==> src/rtl/mc_ctrl_fsm.sv <==
// Multi-cycle RV32I main controller. Control outputs are decoded from the registered
// state; FETCH and MEMWRITE also qualify their strobes with the memory handshake.
module mc_ctrl_fsm #(
  parameter bit MEM_WAIT      = 1'b1,
  parameter bit SUPPORT_UPPER = 1'b1,
  parameter bit HALT_ON_ILL   = 1'b1
) (
  input  logic       clk,
  input  logic       rst,
  input  logic [6:0] op,
  input  logic [2:0] funct3,
  input  logic       mem_ready,
  output logic       PCUpdate,
  output logic       Branch,
  output logic       AdrSrc,
  output logic       MemRead,
  output logic       MemWrite,
  output logic       IRWrite,
  output logic       RegWrite,
  output logic [1:0] ResultSrc,
  output logic [1:0] ALUSrcA,
  output logic [1:0] ALUSrcB,
  output logic [1:0] ALUOp,
  output logic [2:0] ImmSrc,
  output logic       retire,
  output logic       illegal,
  output logic       halted,
  output logic [3:0] state_dbg
);

  typedef enum logic [3:0] {
    S_FETCH    = 4'd0,
    S_DECODE   = 4'd1,
    S_MEMADR   = 4'd2,
    S_MEMREAD  = 4'd3,
    S_MEMWB    = 4'd4,
    S_MEMWRITE = 4'd5,
    S_EXEC_R   = 4'd6,
    S_ALUWB    = 4'd7,
    S_EXEC_I   = 4'd8,
    S_JAL      = 4'd9,
    S_BRANCH   = 4'd10,
    S_JALR_ADR = 4'd11,
    S_JALR     = 4'd12,
    S_LUI      = 4'd13,
    S_AUIPC    = 4'd14,
    S_HALT     = 4'd15
  } state_t;

  localparam logic [6:0] OP_LW    = 7'b0000011;
  localparam logic [6:0] OP_SW    = 7'b0100011;
  localparam logic [6:0] OP_R     = 7'b0110011;
  localparam logic [6:0] OP_I     = 7'b0010011;
  localparam logic [6:0] OP_JAL   = 7'b1101111;
  localparam logic [6:0] OP_JALR  = 7'b1100111;
  localparam logic [6:0] OP_BR    = 7'b1100011;
  localparam logic [6:0] OP_LUI   = 7'b0110111;
  localparam logic [6:0] OP_AUIPC = 7'b0010111;

  state_t state;
  state_t dec_st;
  logic   dec_ill;
  logic   rdy;

  // Without wait states the memory is assumed to answer in the same cycle.
  assign rdy       = !MEM_WAIT || mem_ready;
  assign state_dbg = state;

  always_comb begin
    dec_st  = S_FETCH;
    dec_ill = 1'b0;
    case (op)
      OP_LW, OP_SW: dec_st = S_MEMADR;
      OP_R:         dec_st = S_EXEC_R;
      OP_I:         dec_st = S_EXEC_I;
      OP_JAL:       dec_st = S_JAL;
      OP_JALR:      dec_st = S_JALR_ADR;
      OP_BR: begin
        if (funct3 == 3'b010 || funct3 == 3'b011) dec_ill = 1'b1;
        else                                      dec_st  = S_BRANCH;
      end
      OP_LUI: begin
        if (SUPPORT_UPPER) dec_st  = S_LUI;
        else               dec_ill = 1'b1;
      end
      OP_AUIPC: begin
        if (SUPPORT_UPPER) dec_st  = S_AUIPC;
        else               dec_ill = 1'b1;
      end
      default: dec_ill = 1'b1;
    endcase
  end

  always_ff @(posedge clk or negedge rst) begin
    if (!rst) begin
      state   <= S_FETCH;
      illegal <= 1'b0;
    end else begin
      case (state)
        S_FETCH:    if (rdy) state <= S_DECODE;
        S_DECODE: begin
          if (dec_ill) begin
            illegal <= 1'b1;
            state   <= HALT_ON_ILL ? S_HALT : S_FETCH;
          end else begin
            state   <= dec_st;
          end
        end
        S_MEMADR:   state <= op[5] ? S_MEMWRITE : S_MEMREAD;
        S_MEMREAD:  if (rdy) state <= S_MEMWB;
        S_MEMWRITE: if (rdy) state <= S_FETCH;
        S_MEMWB, S_ALUWB, S_BRANCH: state <= S_FETCH;
        S_EXEC_R, S_EXEC_I, S_JAL, S_JALR, S_LUI, S_AUIPC: state <= S_ALUWB;
        S_JALR_ADR: state <= S_JALR;
        S_HALT:     state <= S_HALT;
        default:    state <= S_FETCH;
      endcase
    end
  end

  always_comb begin
    case (op)
      OP_SW:            ImmSrc = 3'b001;
      OP_BR:            ImmSrc = 3'b010;
      OP_JAL:           ImmSrc = 3'b011;
      OP_LUI, OP_AUIPC: ImmSrc = 3'b100;
      default:          ImmSrc = 3'b000;
    endcase
  end

  always_comb begin
    PCUpdate  = 1'b0;
    Branch    = 1'b0;
    AdrSrc    = 1'b0;
    MemRead   = 1'b0;
    MemWrite  = 1'b0;
    IRWrite   = 1'b0;
    RegWrite  = 1'b0;
    ResultSrc = 2'b00;
    ALUSrcA   = 2'b00;
    ALUSrcB   = 2'b00;
    ALUOp     = 2'b00;
    retire    = 1'b0;
    halted    = 1'b0;
    case (state)
      S_FETCH: begin
        MemRead   = 1'b1;
        ALUSrcB   = 2'b10;
        ResultSrc = 2'b10;
        IRWrite   = rdy;
        PCUpdate  = rdy;
      end
      S_DECODE: begin
        ALUSrcA = 2'b01;
        ALUSrcB = 2'b01;
      end
      S_MEMADR, S_JALR_ADR: begin
        ALUSrcA = 2'b10;
        ALUSrcB = 2'b01;
      end
      S_MEMREAD: begin
        MemRead = 1'b1;
        AdrSrc  = 1'b1;
      end
      S_MEMWB: begin
        RegWrite  = 1'b1;
        ResultSrc = 2'b01;
        retire    = 1'b1;
      end
      S_MEMWRITE: begin
        MemWrite = 1'b1;
        AdrSrc   = 1'b1;
        retire   = rdy;
      end
      S_EXEC_R: begin
        ALUSrcA = 2'b10;
        ALUOp   = 2'b10;
      end
      S_ALUWB: begin
        RegWrite = 1'b1;
        retire   = 1'b1;
      end
      S_EXEC_I: begin
        ALUSrcA = 2'b10;
        ALUSrcB = 2'b01;
        ALUOp   = 2'b10;
      end
      // Link value PC+4 is formed from OldPC while the target goes into PC.
      S_JAL, S_JALR: begin
        PCUpdate = 1'b1;
        ALUSrcA  = 2'b01;
        ALUSrcB  = 2'b10;
      end
      S_BRANCH: begin
        Branch  = 1'b1;
        ALUSrcA = 2'b10;
        ALUOp   = 2'b01;
        retire  = 1'b1;
      end
      S_LUI: begin
        ALUSrcA = 2'b11;
        ALUSrcB = 2'b01;
      end
      S_AUIPC: begin
        ALUSrcA = 2'b01;
        ALUSrcB = 2'b01;
      end
      S_HALT:  halted = 1'b1;
      default: ;
    endcase
    // Reset holds the selects at FETCH values but must not strobe anything.
    if (!rst) begin
      PCUpdate = 1'b0;
      Branch   = 1'b0;
      MemRead  = 1'b0;
      MemWrite = 1'b0;
      IRWrite  = 1'b0;
      RegWrite = 1'b0;
      retire   = 1'b0;
    end
  end

endmodule

==> config.mk <==
export PLATFORM = sky130hd
export DESIGN_NAME = mc_ctrl_fsm
export DESIGN_NICKNAME = d
export VERILOG_FILES = /design/src/rtl/mc_ctrl_fsm.sv
export SDC_FILE = /design/constraint.sdc
export NUM_CORES = 1
export LEC_CHECK = 0
export CAP_MARGIN = 20
export CORE_MARGIN = 2
export CORE_UTILIZATION = 44
export DETAILED_ROUTE_END_ITERATION = 7
export HOLD_SLACK_MARGIN = 0.02
export PLACE_DENSITY_LB_ADDON = 0.12
export SLEW_MARGIN = 5
export SYNTH_ARGS = -nofsm -noshare
export SYNTH_HDL_FRONTEND = slang
export SYNTH_SLANG_ARGS = --single-unit
==> constraint.sdc <==
create_clock -name clk -period 3.14 [get_ports clk]
set_clock_uncertainty 0.15 [all_clocks]
set_input_delay 0.942 -clock clk [delete_from_list [all_inputs] [get_ports clk]]
set_output_delay 0.942 -clock clk [all_outputs]
set_load 0.03 [all_outputs]
==> results.md <==
* Vias in the first global route at 1012
* Final #Nets at 190
* Routed Antenna Nets at 0
* Hold Path Depth at 1
* Worst hold start: illegal$_DFFE_PN0P_
* Setup_tns at 0 ns
* CTS tree: yes
* FF-to-FF setup slack at 1.18 ns
* Ports at 38
* Clock Latency Late Sink at 0.24 ns
* Area grow syn2layout at 74.4%
* Top_reg_cell synth: dfrtp_1
* Inserted Diodes at 0
* Critical path class: in -> out
* FF+latch count, synth at 5
* Pre-CTS setup slack at -0.123 ns
* All-Layer GR Usage at 26.6%
* Leakage Power at 0.738 nW
* Reg-to-Reg Start: state_dbg[0]$_DFFE_PN0P_
* Initial antenna violation count at 0
* Top cell type's share of synthesized area at 15.4%
* Max FO, Critical Path at 3
* Fmax at 321 MHz
* Cell area power density at 142 nW/um2
* Grt ovf at 0
* Starting Density at 47.0%
* CTS HTree Levels at 1
* Die Y at 46.9 um
* Max VDD drop at 0.151 mV
* Post-cts hold buffer count at 0
* Required @ worst endpoint at 2.05 ns
* Post-Syn Area at 811 um2
* DR iter-0 viols at 37
* FF-to-FF End: state_dbg[1]$_DFFE_PN0P_
* Ys async rst share at 100%
* Final period utilization at 99.1%
* Cells after DPL at 195
* Hold Violations, Final at 0
* Core area at 1730 um2
* Pre-Repair DR Iteration Count at 4
* YS warnings at 0
* Global-route wire length before repair at 4220 um
* Root buffer cell: clkbuf_4
* Hold slack at 0.344 ns
* # Max-Cap Violations at 0
* WHS Endpoint: illegal$_DFFE_PN0P_
* CTS max path bufs at 2
* # rows at 15
* Via density at 5.64
* Drt total wl at 2820 um
* CTS Buf Count at 3
* Worst Path Arrival at 2.02 ns
* Setup ws final at 0.0293 ns
* Finished Layout Cells at 201
* Placed wire-length estimate at 2190 um
* Routed WL per cell at 14.0 um
* # setup viols final at 0
* Synth top cells by count: nor2_1, nand2_1, a21oi_1
* Post-synth EDFFs at 0
* DR DRC count at 0
* Largest cells by area after synthesis: dfrtp_1, nor2_1, nand2_1, a21oi_1, nor2b_1
* CP Launch Type: input pin
* Max-slew headroom at 75.7%
* Largest net degree at the start of global routing at 13
* Worst min path class: reg -> reg
* Fin crit period at 3.11 ns
* Post-synthesis sequential area ratio at 15.4%
* Pins Over Slew Limit at 0
* Clock transition at path regs at 0.04 ns
* Routability cong. at 0.862
* Syn Nets at 131
* Total number of vias at 1133
* Synth area leader: dfrtp_1
* Layout cell share with drive strength beyond 1 at 34.7%
* Clk sinks at 5
* CP startpoint: op[2]
* Unrepaired setup endpoints after global routing: yes
* DIE AREA at 2200 um2
* Measured slew at the worst slew-check pin at 0.362 ns
* Count of cell types in the netlist at 41
* Syn Area/Cell at 6.87 um2
* Die width at 46.9 um
* Status: completed
* Count leader, synth: nor2_1
* CP Capture Type: primary output
* Port bufs at 36
* R2R depth at 6
* Mapped Cells at 118
==> state kept, by name (all words and copies together), names as in the netlist <==
| name | cells |
|---|---|
| illegal | 1 |
| state_dbg | 4 |
==> cells by family after synthesis <==
kind of cell	count (synthesis)	synth area share, %
compound gates	35	30.2
buf+inv	16	10.2
simple gates	59	40.4
mux	3	3.70
flops	5	15.4
==> metal layers <==
layer | share of wire, % | wire (um) | vias up | track usage, %
met5 | 0 | 0 | - | 0
met4 | 1.8 | 51 | 0 | 12.8
met3 | 5.1 | 143 | 6 | 3.08
met2 | 51 | 1430 | 43 | 45.5
met1 | 42 | 1190 | 540 | 33.0
li1 | - | - | 544 | -
==> layout make-up <==
class / instances / area [um2]
tap: 25 / 31.3
multi-input combinational: 97 / 644
fill: 128 / 313
timing repair buffer: 64 / 564
sequential: 5 / 125
clock buffer: 4 / 26.3
inverter: 6 / 22.5
==> report_power, final <==
group	total, mW	internal (mW)	switching, mW
clock	0.0741	0.0480	0.0261
combinational	0.0624	0.0321	0.0302
sequential	0.0647	0.0647	0
total	0.201	0.145	0.0563
==> how the worst max path moves through the flow <==
stage                      to  slack, ns  cells past startpoint
CTS                 ImmSrc[0]     0.0002                      5
finish              ImmSrc[0]       0.03                      5
global route        ImmSrc[0]     -0.009                      5
floorplan           ImmSrc[1]       0.12                      4
global placement    ImmSrc[0]       -0.1                      5
detailed placement  ImmSrc[0]      -0.12                      5
==> per-stage QoR <==
| step | utilization (%) | area [um2] | power, mW |
|---|---|---|---|
| after detailed placement | 77.0 | 1330 | 0.126 |
| after floorplan | - | 828 | 0.0894 |
| after global routing | 81.9 | 1410 | 0.210 |
| final | 81.9 | 1410 | 0.201 |
| after global placement | 77.0 | 1330 | 0.123 |
| after CTS | 79.2 | 1370 | 0.198 |
==> cell usage in the layout (no fill, tap or decap), types with 2 or more instances in the layout <==
cell / instances
o21ai_2: 4
nor4_2: 2
dfrtp_1: 5
buf_6: 3
nor3_1: 4
buf_4: 35
inv_1: 5
o21ai_0: 6
nor2b_1: 5
and3_1: 5
nor2_1: 17
a21oi_1: 7
nand2b_1: 4
clkdlybuf4s50_1: 14
a211oi_1: 3
mux2i_1: 3
dlygate4sd2_1: 6
dlymetal6s2s_1: 6
clkbuf_4: 3
nand2_1: 10
nand3_1: 2
==> worst max-delay path, stage by stage <==
cell	delay (ns)
clkdlybuf4s50_1	0.43
or2_4	0.26
o21ai_2	0.12
and2_4	0.15
buf_6	0.12
==> what timing repair did <==
action	4_1_cts	5_1_grt
endpoints found under the hold margin	0	0
pin swaps	4	0
endpoints found under the setup margin	6	8
setup buffers	2	0
resized for setup	8	16
(Power assumes the default switching activity.)
